<file path="config.mk">
export PLATFORM = sky130hd
export DESIGN_NAME = renode_axi_manager_core
export DESIGN_NICKNAME = d
export VERILOG_FILES = /design/src/rtl/renode_axi_manager_core.sv
export SDC_FILE = /design/constraint.sdc
export NUM_CORES = 1
export LEC_CHECK = 0
export ABC_AREA = 1
export CAP_MARGIN = 20
export CORE_MARGIN = 2
export CORE_UTILIZATION = 30
export CTS_BUF_LIST = sky130_fd_sc_hd__clkbuf_8
export CTS_CLUSTER_SIZE = 10
export DETAILED_ROUTE_END_ITERATION = 16
export HOLD_SLACK_MARGIN = 0.12
export PLACE_DENSITY = 0.72
export SLEW_MARGIN = 30
export SYNTH_ARGS = -nofsm -noshare
export SYNTH_HDL_FRONTEND = slang
export SYNTH_SLANG_ARGS = --single-unit
</file>
<file path="constraint.sdc">
create_clock -name clk -period 1.9 [get_ports clk]
set_input_delay 0.38 -clock clk [delete_from_list [all_inputs] [get_ports clk]]
set_output_delay 0.38 -clock clk [all_outputs]
set_load 0.02 [all_outputs]
</file>
<file path="src/rtl/renode_axi_manager_core.sv">
// Renode AXI4 manager core: turns one local command into one AXI4 INCR burst.
// Read beats stream out locally; completion is signalled with a done pulse.
module renode_axi_manager_core #(
    parameter int  AddressWidth       = 32,
    parameter int  DataWidth          = 32,
    parameter int  TransactionIdWidth = 8,
    localparam int StrobeWidth        = DataWidth / 8
) (
    input  logic                          clk,
    input  logic                          areset_n,
    input  logic                          cmd_valid,
    output logic                          cmd_ready,
    input  logic                          cmd_write,
    input  logic [AddressWidth-1:0]       cmd_addr,
    input  logic [7:0]                    cmd_len,
    input  logic [TransactionIdWidth-1:0] cmd_id,
    input  logic [DataWidth-1:0]          wr_data,
    input  logic                          wr_valid,
    output logic                          wr_ready,
    output logic [DataWidth-1:0]          rd_data,
    output logic                          rd_valid,
    input  logic                          rd_ready,
    output logic                          done_valid,
    output logic                          done_error,
    output logic [TransactionIdWidth-1:0] awid,
    output logic [AddressWidth-1:0]       awaddr,
    output logic [7:0]                    awlen,
    output logic [2:0]                    awsize,
    output logic [1:0]                    awburst,
    output logic                          awvalid,
    input  logic                          awready,
    output logic [DataWidth-1:0]          wdata,
    output logic [StrobeWidth-1:0]        wstrb,
    output logic                          wlast,
    output logic                          wvalid,
    input  logic                          wready,
    input  logic [TransactionIdWidth-1:0] bid,
    input  logic [1:0]                    bresp,
    input  logic                          bvalid,
    output logic                          bready,
    output logic [TransactionIdWidth-1:0] arid,
    output logic [AddressWidth-1:0]       araddr,
    output logic [7:0]                    arlen,
    output logic [2:0]                    arsize,
    output logic [1:0]                    arburst,
    output logic                          arvalid,
    input  logic                          arready,
    input  logic [TransactionIdWidth-1:0] rid,
    input  logic [DataWidth-1:0]          rdata,
    input  logic [1:0]                    rresp,
    input  logic                          rlast,
    input  logic                          rvalid,
    output logic                          rready
);
    localparam int SizeLog2 = $clog2(StrobeWidth);

    typedef enum logic [2:0] {
        IDLE, WR_ADDR, WR_DATA, WR_RESP, RD_ADDR, RD_DATA, DONE
    } state_e;

    state_e                        state_q, state_d;
    logic [AddressWidth-1:0]       addr_q, addr_d;
    logic [7:0]                    len_q, len_d;
    logic [TransactionIdWidth-1:0] id_q, id_d;
    logic [8:0]                    cnt_q, cnt_d;
    logic                          err_q, err_d;

    logic        misaligned, crosses, last_beat;
    logic [31:0] end_off;

    // End offset within the 4 KiB page; exactly 4096 is still legal.
    always_comb begin
        misaligned = (cmd_addr & AddressWidth'(StrobeWidth - 1)) != '0;
        end_off    = 32'(cmd_addr[11:0]) + ((32'(cmd_len) + 32'd1) << SizeLog2);
        crosses    = end_off > 32'd4096;
    end

    assign last_beat = cnt_q == {1'b0, len_q};

    assign cmd_ready  = areset_n && (state_q == IDLE);
    assign awid       = id_q;
    assign awaddr     = addr_q;
    assign awlen      = len_q;
    assign awsize     = 3'(SizeLog2);
    assign awburst    = 2'b01;
    assign awvalid    = state_q == WR_ADDR;
    assign wdata      = (state_q == WR_DATA) ? wr_data : '0;
    assign wstrb      = '1;
    assign wvalid     = (state_q == WR_DATA) && wr_valid;
    assign wr_ready   = (state_q == WR_DATA) && wready;
    assign wlast      = (state_q == WR_DATA) && last_beat;
    assign bready     = state_q == WR_RESP;
    assign arid       = id_q;
    assign araddr     = addr_q;
    assign arlen      = len_q;
    assign arsize     = 3'(SizeLog2);
    assign arburst    = 2'b01;
    assign arvalid    = state_q == RD_ADDR;
    assign rready     = (state_q == RD_DATA) && rd_ready;
    assign rd_valid   = (state_q == RD_DATA) && rvalid;
    assign rd_data    = (state_q == RD_DATA) ? rdata : '0;
    assign done_valid = state_q == DONE;
    assign done_error = (state_q == DONE) && err_q;

    always_comb begin
        state_d = state_q;
        addr_d  = addr_q;
        len_d   = len_q;
        id_d    = id_q;
        cnt_d   = cnt_q;
        err_d   = err_q;
        unique case (state_q)
            IDLE: begin
                if (cmd_valid) begin
                    addr_d = cmd_addr;
                    len_d  = cmd_len;
                    id_d   = cmd_id;
                    cnt_d  = '0;
                    err_d  = misaligned || crosses;
                    if (misaligned || crosses) state_d = DONE;
                    else if (cmd_write)        state_d = WR_ADDR;
                    else                       state_d = RD_ADDR;
                end
            end
            WR_ADDR: begin
                if (awready) begin
                    state_d = WR_DATA;
                    cnt_d   = '0;
                end
            end
            WR_DATA: begin
                if (wr_valid && wready) begin
                    cnt_d = cnt_q + 9'd1;
                    if (last_beat) state_d = WR_RESP;
                end
            end
            WR_RESP: begin
                if (bvalid) begin
                    err_d   = err_q | bresp[1] | (bid != id_q);
                    state_d = DONE;
                end
            end
            RD_ADDR: begin
                if (arready) begin
                    state_d = RD_DATA;
                    cnt_d   = '0;
                end
            end
            RD_DATA: begin
                // A wrong rlast is only flagged; the beat count ends the burst.
                if (rvalid && rd_ready) begin
                    err_d = err_q | rresp[1] | (rid != id_q) | (rlast != last_beat);
                    cnt_d = cnt_q + 9'd1;
                    if (last_beat) state_d = DONE;
                end
            end
            DONE: begin
                state_d = IDLE;
                err_d   = 1'b0;
            end
            default: state_d = IDLE;
        endcase
    end

    always_ff @(posedge clk or negedge areset_n) begin
        if (!areset_n) begin
            state_q <= IDLE;
            addr_q  <= '0;
            len_q   <= '0;
            id_q    <= '0;
            cnt_q   <= '0;
            err_q   <= 1'b0;
        end else begin
            state_q <= state_d;
            addr_q  <= addr_d;
            len_q   <= len_d;
            id_q    <= id_d;
            cnt_q   <= cnt_d;
            err_q   <= err_d;
        end
    end
endmodule

</file>
# Word level (Yosys, flattened, before mapping)
# Cells that the tools add are included.
classes:
  addsub: 3
  n_lt_le_gt_ge: 1
  eq_ne: 18
  mux: 23
  bitwise: 5
  reduce_logical: 18
ops:
  columns: ["operator", "n"]
  rows:
  - ["$mux W32", 2]
  - ["$mux W9", 5]
  - ["$pmux W9 S5", 1]
  - ["$reduce_bool A32 Y1", 1]
  - ["$mux W3", 10]
  - ["$pmux W3 S6", 1]
  - ["$ne A8 B8 Y1", 2]
  - ["$add A12 B11 Y13", 1]
  - ["$gt A13 B13 Y1 const B", 1]
  - ["$add A8 B1 Y9 const B", 1]
  - ["$add A9 B1 Y9 const B", 1]
  - ["$eq A3 B3 Y1 const B", 3]
  - ["$eq A9 B8 Y1", 1]
  - ["$logic_and A1 B1 Y1", 9]
  - ["$ne A2 B1 Y1 const B", 4]
  - ["$ne A2 B2 Y1 const B", 4]
  - ["$reduce_and A8 Y1", 1]
  - ["$eq A3 B2 Y1 const B", 2]
  - ["$reduce_and A6 Y1", 1]
  - ["$or A1 B1 Y1", 5]
  - ["$reduce_bool A5 Y1", 1]
  - ["$pmux W1 S4", 1]
  - ["$reduce_and A4 Y1", 1]
  - ["$reduce_bool A4 Y1", 1]
  - ["6 further kinds", 8]
totals:
  reg_bits: 61
  out_inout_bits: 185

# Logic depth before layout (Yosys ltp)
# Gate-level depths: netlist (run 1).
depth:
  word_depth: 7
  depth_mapped: 20
  ltp_nobuf: 20

# Least setup slack after synthesis (run 1)
# OpenSTA, ideal clock, no wires.
synth_path:
  path_type: "input to register"
  from: "in cmd_len[0]"
  to: "reg state_q[2]"
  setup_ns: 0.116
  arrival_ns: 2.352
  path_slack_ns: -0.569
  stages: 19
  path_buffers: 0
  cell_sequence: "inv_1 -> nor3_1 -> nand3_1 -> nor3_1 -> xor2_1 -> inv_1 -> ha_1 -> inv_1 -> o21bai_1 -> nor2_1 -> nand3_1 -> nand2_1 -> nand4_1 -> nand2_1 -> nand3_1 -> nand2_1 -> nand2_1 -> nand2_1 -> nand2_1"
synth_via:
  elab_chain_cells: 7
synth_rtl:
  columns: ["element", "line", "text"]
  rows:
  - ["from (decl)", "15", "input logic [7:0] cmd_len,"]
  - ["$add A8 B1 Y9", "74", "end_off = 32'(cmd_addr[11:0]) + ((32'(cmd_len) + 32'd1) << SizeLog2);"]
  - ["$add A12 B11 Y13", "74", null]
  - ["$gt A13 B13 Y1", "75", "crosses = end_off > 32'd4096;"]
  - ["$logic_or A1 B1 Y1", "120", "if (misaligned || crosses) state_d = DONE;"]
  - ["$mux W3", "120", null]
  - ["$mux W3", "114", "if (cmd_valid) begin"]
  - ["$pmux W3 S6", "112", "unique case (state_q)"]
  - ["to (signal assigned)", "174", "state_q <= state_d;"]
  - ["to (decl)", "61", "state_e state_q, state_d;"]
# Every way passes these cells. The select of a mux whose other input is x is not followed.
# A chain may end at the register's enable or synchronous reset.

# Final worst setup path (run 1)
layout_path:
  from: "in cmd_len[2]"
  to: "reg state_q[2]"
# Same word-level chain as after synthesis.

==> results of run 1 <==
## cell usage after synthesis, drive strengths merged, types with 4 or more instances
library cell,instances
ha,12
nor4,4
nor2,99
o21ai,27
inv,134
xor2,17
dfrtp,61
clkbuf,11
nand4,7
o22ai,4
nor3,12
nand2,187
buf,68
a21oi,22
nand3,21
## what timing repair did
action                     4_1_cts  5_1_grt
pin swaps                       20       11
cloned                           0        4
resized for setup              350      160
setup endpoints to repair       80       94
buffers inserted                 4        2
## registers in the layout, summed over array words and instances (netlist names)
signal / cells
araddr: 32
arid: 8
arlen: 8
cnt_q: 9
err_q: 1
state_q: 3
## report_power, final
part | internal [W] | switching (W) | leakage, nW
Sequential | 0.00183 | 0.000555 | 0.773
Combinational | 0.00351 | 0.00419 | 3.72
Clock | 0.000454 | 0.000515 | 0.0911
## placed cells by master (no fill, tap or decap), types with 3 or more instances in the layout
master           instances
a21oi_1                 17
a21oi_2                  5
buf_12                   7
buf_2                   37
buf_4                   70
buf_6                   34
clkbuf_16                4
clkbuf_8                 9
clkdlybuf4s50_1        213
clkinv_2                 4
conb_1                  14
dfrtp_1                 60
dlygate4sd2_1            5
dlymetal6s2s_1          13
ha_1                     5
ha_4                     6
inv_1                  120
inv_2                   12
nand2_1                177
nand2_2                  6
nand2_4                  3
nand3_1                 15
nand3_2                  6
nand4_1                  7
nor2_1                  63
nor2_2                   4
nor2_4                  32
nor3_1                   4
nor3_2                   5
nor3_4                   3
nor4_1                   4
o21ai_0                 24
o21ai_1                  3
o22ai_1                  4
xor2_1                  17
## cell type report
cell class                 instances  area [sq um]  area share, %
clock inverter                     7          35.0          0.400
sequential                        61          1530           17.5
tap                              188           235           2.69
multi-input combinational        441          2570           29.4
inverter                         134           518           5.92
timing repair buffer             388          3730           42.7
clock buffer                       9           124           1.42
## path summary, 6_finish.rpt
check	cells past startpoint	start	to	slack [ns]
hold reg to reg	2	araddr[23]	araddr[23]	0.50
max in group asynchronous	2	areset_n	state_q[2]	1.10
setup reg to reg	9	state_q[0]	cnt_q[7]	-0.04
setup / recovery	21	cmd_len[2]	state_q[2]	-0.36
min in group clk	3	cmd_len[1]	arlen[1]	0.33
hold / removal	2	areset_n	cnt_q[5]	0.25
## metal layers
metal	vias to the layer above	track usage [%]	part of all wire [%]
met1	2441	24.8	42
met2	158	34.2	51
li1	2710	-	-
met5	-	0	0
met3	19	3.66	5.2
met4	0	5.37	1.6
## per-stage QoR
step | std cells | setup WS (ns) | utilization (%) | hold WS [ns] | power, W
finish | 1228 | -0.357 | 57.5 | 0.254 | 0.0111
global route | 1228 | -0.561 | 57.5 | 0.317 | 0.0118
global placement | 1202 | -1.24 | 53.7 | 0.487 | 0.00993
detailed placement | 1202 | -1.32 | 53.7 | 0.494 | 0.0100
CTS | 1222 | -0.313 | 53.2 | 0.286 | 0.0108
floorplan | 715 | -0.399 | - | 0.0844 | 0.00659
## kinds of logic after synthesis
kind of cell             after synthesis
AO/OA/AOI/OAI                         60
buffers and inverters                213
adder cells (fa/ha/maj)               13
XOR/XNOR                              18
flip-flops                            61
AND/OR/NAND/NOR                      336
other                                  2
==> flow_summary.toml, run 1 <==
[status]
outcome = "finished, violations left"
violations = "negative setup slack"

[timing]
grt_setup_unrepaired = "yes"
skew_ns = 0.0125
setup_viol = 33
finalCritPeriodShare_pct = 119
final_max_slew_viol_count = 0
max_clock_freq_ghz = 0.443
worst_pin_slew_ns = 0.796
postLayoutSetupSlackWorst_ns = -0.357
tns_ns = -2.19
fin_crit_ns = 2.26
slew_headroom_pct = 46.9
hold_viol = 0

[finish]
drive_above_1_share_pct = 25.5
area_delta_synth_final_pct = 88.0
fin_area_sq_mm = 0.00875
diodes = 0
final_nets = 1192
fillCellCount = 1390

[floorplanning]
dieArea_sq_mm = 0.0165
rows = 45
die_y_um = 129
core-area_sq_mm = 0.0152
pin_count = 329
start_util_pct = 30.6
die_x_um = 129

[yosys]
ys_warn_count = 0
synth_mux_area_share_pct = 0
ys_seq_area_share_pct = 32.8
ys_ff_latch = 61
synthCells = 703
synth_top_area_cell = "dfrtp_1"
avgSynthCellArea_sq_um = 6.62
yosys.area_share.adder_pct = 3.66
netlist_area_sq_mm = 0.00465
synth_compound_area_share_pct = 7.56
synth_simple_gate_area_share_pct = 29.8
synth_top_area_share_pct = 32.8
async_flop_share_pct = 100
synth_top_family_by_area = "simple AND/OR/NAND/NOR gates"
synth_edf_count = 0
synth.distinct_cells = 37
synth_area_leaders = "dfrtp_1 (33%), nand2_1 (15%), inv_1 (10%)"
synth_xor_area_share_pct = 3.39
synthFlopType = "dfrtp_1"

[clock_tree]
clkTransAtPathRegs_ns = 0.07
root_buffer = "clkbuf_8"
cts_max_path_buffers = 2
h-tree-depth = 3
hold_buffers = 0
cts_tree = "done"
clk_latency_ns = 0.34
cts_inserted_buffers = 9
clkSinkCount = 61

[worst_setup_path]
worstSetupPathType = "in -> reg"
critPathSlowestCell = "ha_4"
crit_fanout = 4
worst_setup_path_end_kind = "register"
worst_ep_required_time_ns = 2.14
critPathMostFrequentCell = "nand2_1"
slowest_delay_ns = 0.29
critical_path.top_delay_family = "simple AND/OR/NAND/NOR gates"
cp_cell_sequence = "buf_8 > inv_6 > nor3_4 > nand3_2 > nor3_4 > xor2_1 > inv_1 > ha_4 > inv_4 > o21bai_1 > nor2_1 > nand2_1 > nand2_1 > nand2_1 > nand4_1 > nand2_2 > nand3_2 > nand2_1 > nand2_1 > nand2_1 > nand2_1"
critical_path.startpoint_type = "input port"
critPathArrivalTime_ns = 2.50
critPathBufInv = 4

[global_routing]
grt-ovfl-total = 0
grt_pass1_wl_mm = 25.6
first_global_vias = 4953
grt_start_max_net_pins = 62
grtUsageTotal_pct = 19.6
antenna_found_initial = 0

[detailed_routing]
num_vias = 5328
dr.pass1.iters = 4
drt_wl_total_mm = 17.6
drc_errors = 0
wire_per_inst_um = 14.3
drt.antenna.violating_nets = 0
viasPerCell = 4.34
first_iter_violations = 227

[pwr]
power_density_mw_per_mm2 = 1260
ir_drop_uv = 862
p_leak_nw = 4.58

[place]
placed_area_sq_mm = 0.00817
globalplace.congestion = 0.886
hpwl_mm = 13.7
io_buffers = 312

[worst_hold_path]
hold_class = "in -> async"

[job]
cap_viol_max_count = 0
(Power assumes the default switching activity.)
==> run 2, diff against run 1 <==
CTS_BUF_LIST = sky130_fd_sc_hd__clkbuf_4 sky130_fd_sc_hd__clkbuf_8   (was sky130_fd_sc_hd__clkbuf_8)
==> run 2 against run 1 <==
Net effect: the flow still finishes with violations (negative setup slack); largest cell class unchanged; first-iteration DRC count is 1.3% lower; combinational power is essentially flat; critical endpoint unchanged; final cell count did not move.
==> flow_summary.toml, run 2 (synthesis results as in run 1) <==
[pwr]
swShare_pct = 47.4
p_leak_nw = 4.58
combPwrFrac_pct = 69.4
p_int_w = 0.00584
switchingPower_w = 0.00526
seqPwrFrac_pct = 21.5
ir_drop_uv = 870
power_density_mw_per_mm2 = 1270
clkPwrFrac_pct = 9.1

[detailed_routing]
viasPerCell = 4.34
drt_wl_total_mm = 17.6
first_iter_violations = 224
dr.pass1.iters = 4
wire_per_inst_um = 14.3
drt.antenna.violating_nets = 0
num_vias = 5327
drc_errors = 0

[clock_tree]
root_buffer = "clkbuf_8"
h-tree-depth = 3
cts_inserted_buffers = 9
cts_max_path_buffers = 2
clkTransAtPathRegs_ns = 0.08
clkSinkCount = 61
cts_tree = "done"
clk_latency_ns = 0.34
hold_buffers = 0

[worst_setup_path]
critPathBufInv = 4
r2r-end = "cnt_q[7]"
startpoint = "cmd_len[2]"
critical_path.startpoint_type = "input port"
reg2reg_setup_slack_ns = -0.04
critical_path.top_delay_family = "simple AND/OR/NAND/NOR gates"
worstSetupPathType = "in -> reg"
cp_num_cells = 21
worst_ep_required_time_ns = 2.14
r2r_cells = 9
critPathSlowestCell = "ha_4"
critPathArrivalTime_ns = 2.49
crit_path_end = "state_q[2]"
crit_fanout = 4
cp_cell_sequence = "buf_8 > inv_6 > nor3_4 > nand3_2 > nor3_4 > xor2_1 > inv_1 > ha_4 > inv_4 > o21bai_1 > nor2_1 > nand2_1 > nand2_1 > nand2_1 > nand4_1 > nand2_2 > nand3_2 > nand2_1 > nand2_1 > nand2_1 > nand2_1"
worst_setup_path_end_kind = "register"
slowest_delay_ns = 0.29
critPathMostFrequentCell = "nand2_1"
r2r_start = "state_q[0]"

[finish]
fin_area_sq_mm = 0.00876
largest_reg_flops = 32
utilization_pct = 57.6
final_common_cell = "clkdlybuf4s50_1"
final_cell_mix = "clkdlybuf4s50_1 (213), nand2_1 (177), inv_1 (118)"
final_nets = 1192
area_delta_synth_final_pct = 88.2
drive_above_1_share_pct = 25.7
diodes = 0

[timing]
worst_pin_slew_ns = 0.798
final_max_slew_viol_count = 0
grt_setup_unrepaired = "yes"
postLayoutSetupSlackWorst_ns = -0.350
tns_ns = -2.15
hold_viol = 0
fin_crit_ns = 2.25
finalCritPeriodShare_pct = 118
slew_headroom_pct = 46.8
skew_ns = 0.0128
max_clock_freq_ghz = 0.444
setup_viol = 33

[floorplanning]
start_util_pct = 30.6
die_x_um = 129
die_y_um = 129
core-area_sq_mm = 0.0152
rows = 45
dieArea_sq_mm = 0.0165
pin_count = 329

[place]
globalplace.congestion = 0.886
placed_area_sq_mm = 0.00817
io_buffers = 312
hpwl_mm = 13.7

[status]
violations = "negative setup slack"
outcome = "finished, violations left"

[global_routing]
grt_start_max_net_pins = 62
grt_pass1_wl_mm = 25.6
grtUsageTotal_pct = 19.6
grt-ovfl-total = 0
antenna_found_initial = 0
first_global_vias = 4953

[job]
cap_viol_max_count = 0

[worst_hold_path]
hold_class = "in -> async"
run 2: per-layer routing:
layer	part of all wire [%]	vias to the layer above	track usage, %
met5	0	-	0
met2	51	161	34.2
met1	42	2438	24.8
met4	1.6	0	5.37
met3	5.3	19	3.66
li1	-	2709	-
run 2: worst min path at each step:
| stage | end | start | slack [ns] |
|---|---|---|---|
| 3_5_place_dp | araddr[19] | araddr[19] | 0.49 |
| 5_1_grt | arlen[1] | cmd_len[1] | 0.32 |
| 3_3_place_gp | araddr[19] | araddr[19] | 0.49 |
| 6_report | cnt_q[5] | areset_n | 0.25 |
| 4_1_cts | state_q[2] | areset_n | 0.29 |
| 2_1_floorplan | araddr[0] | areset_n | 0.08 |
run 2: cell type report:
class | instances | area [sq um]
Timing Repair Buffer | 388 | 3730
Fill cell | 1390 | 6450
Tap cell | 188 | 235
Inverter | 134 | 518
Sequential cell | 61 | 1530
Clock inverter | 5 | 27.5
Clock buffer | 11 | 139
Multi-Input combinational cell | 441 | 2570
run 2: per-stage QoR:
step                      total power [W]  instances  hold slack [ns]  setup WS, ns
after detailed placement           0.0100       1202            0.494         -1.32
after floorplan                   0.00659        715           0.0844        -0.399
after global routing               0.0118       1228            0.317        -0.561
final                              0.0111       1228            0.255        -0.350
after CTS                          0.0108       1222            0.287        -0.313
after global placement            0.00993       1202            0.487         -1.24
run 2: repair_timing:
action / 4_1_cts / 5_1_grt
gates cloned: 0 / 4
setup endpoints to repair: 80 / 94
resized for setup: 350 / 160
pin swaps: 20 / 11
buffers inserted: 4 / 2
run 2: power by group through the flow:
stage / clock (W) / combinational, W / sequential [W]
after CTS: 0.00105 / 0.00739 / 0.00238
final: 0.00101 / 0.00770 / 0.00239
after global routing: 0.00112 / 0.00826 / 0.00247
after detailed placement: 0 / 0.00761 / 0.00239
after floorplan: 0 / 0.00374 / 0.00285
after global placement: 0 / 0.00754 / 0.00239
==> run 3, diff against run 2 <==
ABC_CLOCK_PERIOD_IN_PS = 1900   (was not set)
GPL_TIMING_DRIVEN = 0   (was not set)
==> run 3 against run 2 <==
Net effect: the run still ends with negative setup slack left; power up 5.0%; sequential power up 4%; via count up 2.5%; largest power group unchanged; highest routed layer unchanged.
==> flow_summary.toml, run 3 (synthesis results as in run 1) <==
[status]
outcome = "finished, violations left"
violations = "negative setup slack"

[clock_tree]
clkSinkCount = 61
cts_inserted_buffers = 9
h-tree-depth = 3
cts_max_path_buffers = 2
clk_latency_ns = 0.34
cts_tree = "done"
clkTransAtPathRegs_ns = 0.07
root_buffer = "clkbuf_8"

[worst_setup_path]
worstSetupPathType = "in -> reg"
crit_fanout = 5
slowest_delay_ns = 0.25
critical_path.startpoint_type = "input port"
critPathBufInv = 3
critPathArrivalTime_ns = 2.54
worst_setup_path_end_kind = "register"
critPathSlowestCell = "dlygate4sd2_1"
worst_ep_required_time_ns = 2.14
critical_path.top_delay_family = "simple AND/OR/NAND/NOR gates"
cp_cell_sequence = "dlygate4sd2_1 > inv_2 > nor3_4 > xor2_1 > inv_1 > ha_4 > nand2_1 > nand2_1 > a21oi_2 > nand2_1 > nand2_1 > nand2_1 > nor2_1 > nand4_1 > nand2_2 > nand3_2 > nand2_1 > nand2_1 > nand2_1 > nand2_1"
critPathMostFrequentCell = "nand2_1"

[finish]
drive_above_1_share_pct = 25.8
area_delta_synth_final_pct = 90.3
diodes = 0
final_nets = 1228
multi_input_area_sq_mm = 0.00240
largest_reg_flops = 32
final_cell_mix = "clkdlybuf4s50_1 (206), nand2_1 (180), buf_4 (128)"
final_common_cell = "clkdlybuf4s50_1"
fillCellCount = 1426
seqCellArea_sq_mm = 0.00154
fin_area_sq_mm = 0.00886
utilization_pct = 58.3

[detailed_routing]
num_vias = 5461
first_iter_violations = 252
dr.pass1.iters = 5
drc_errors = 0
drt.antenna.violating_nets = 0
wire_per_inst_um = 14.4
viasPerCell = 4.32
drt_wl_total_mm = 18.2

[global_routing]
grt_pass1_wl_mm = 26.6
grt_start_max_net_pins = 37
grt-ovfl-total = 0
antenna_found_initial = 0
first_global_vias = 5026
grtUsageTotal_pct = 20.6

[pwr]
switchingPower_w = 0.00536
combPwrFrac_pct = 69.7
p_int_w = 0.00628
power_density_mw_per_mm2 = 1320
swShare_pct = 46.0
p_leak_nw = 4.73
clkPwrFrac_pct = 8.9
ir_drop_uv = 945
seqPwrFrac_pct = 21.4

[place]
globalplace.congestion = 0.853
hpwl_mm = 14.2
io_buffers = 312
placed_area_sq_mm = 0.00817

[job]
cap_viol_max_count = 0

[floorplanning]
rows = 45
pin_count = 329
die_x_um = 129
dieArea_sq_mm = 0.0165
die_y_um = 129
core-area_sq_mm = 0.0152
start_util_pct = 30.6

[timing]
skew_ns = 0.00563
final_max_slew_viol_count = 0
finalCritPeriodShare_pct = 121
fin_crit_ns = 2.30
grt_setup_unrepaired = "yes"
postLayoutSetupSlackWorst_ns = -0.402
hold_viol = 0
setup_viol = 92
max_clock_freq_ghz = 0.434

[worst_hold_path]
hold_class = "in -> reg"
run 3: worst register-to-register path, cell delays in order, from the launching register on:
cell	delay, ns
dfrtp_1	0.42
buf_4	0.17
nor2_4	0.11
nand2_1	0.11
inv_1	0.10
nand2_1	0.29
inv_4	0.25
buf_2	0.30
nand2_1	0.13
nand2_1	0.07
run 3: cell type report:
class / instances / share of cell area, %
Inverter: 134 / 5.91
Clock buffer: 12 / 1.65
Multi-Input combinational cell: 441 / 27.1
Timing Repair Buffer: 345 / 37.9
Tap cell: 188 / 2.66
Buffer: 79 / 7.09
Sequential cell: 61 / 17.4
Clock inverter: 4 / 0.283
run 3: metrics by stage:
step	power, W	setup slack [ns]	cells	setup TNS, ns	hold WS, ns
after floorplan	0.00659	-0.399	715	-1.36	0.0844
after global placement	0.0101	-2.40	1215	-137.35	0.495
after detailed placement	0.0101	-1.39	1216	-31.34	0.324
after CTS	0.0117	-0.328	1261	-11.92	0.292
after global routing	0.0124	-0.647	1264	-28.14	0.286
final	0.0116	-0.402	1264	-13.21	0.302
run 3: repair_timing:
action	in CTS	in global routing
pin swaps	28	5
setup buffers	24	4
endpoints found under the setup margin	140	154
resized for setup	465	30
gates cloned	3	1
hold buffers	2	1
endpoints found under the hold margin	26	61
run 3: power by group through the flow:
stage / clock [W] / sequential [W] / combinational [W]
5_1_grt: 0.00113 / 0.00257 / 0.00873
3_5_place_dp: 0 / 0.00249 / 0.00766
2_1_floorplan: 0 / 0.00285 / 0.00374
4_1_cts: 0.00108 / 0.00249 / 0.00815
3_3_place_gp: 0 / 0.00249 / 0.00757
6_report: 0.00103 / 0.00249 / 0.00812
run 3: per-layer routing:
metal	up-vias	track usage, %	part of all wire, %
met4	0	3.64	0.84
met3	12	4.53	5.9
met5	-	0	0
li1	2785	-	-
met2	167	35.6	51
met1	2497	26.8	43
run 3: path summary, 6_finish.rpt:
check,slack [ns],to,from,cells after the start
max in group asynchronous,0.95,arid[3],areset_n,3
max,-0.40,state_q[2],cmd_len[5],20
min reg2reg,0.52,araddr[16],araddr[16],2
max reg2reg,-0.11,araddr[18],state_q[0],9
min in group asynchronous,0.77,arid[1],areset_n,3
min,0.30,arlen[2],cmd_len[2],3
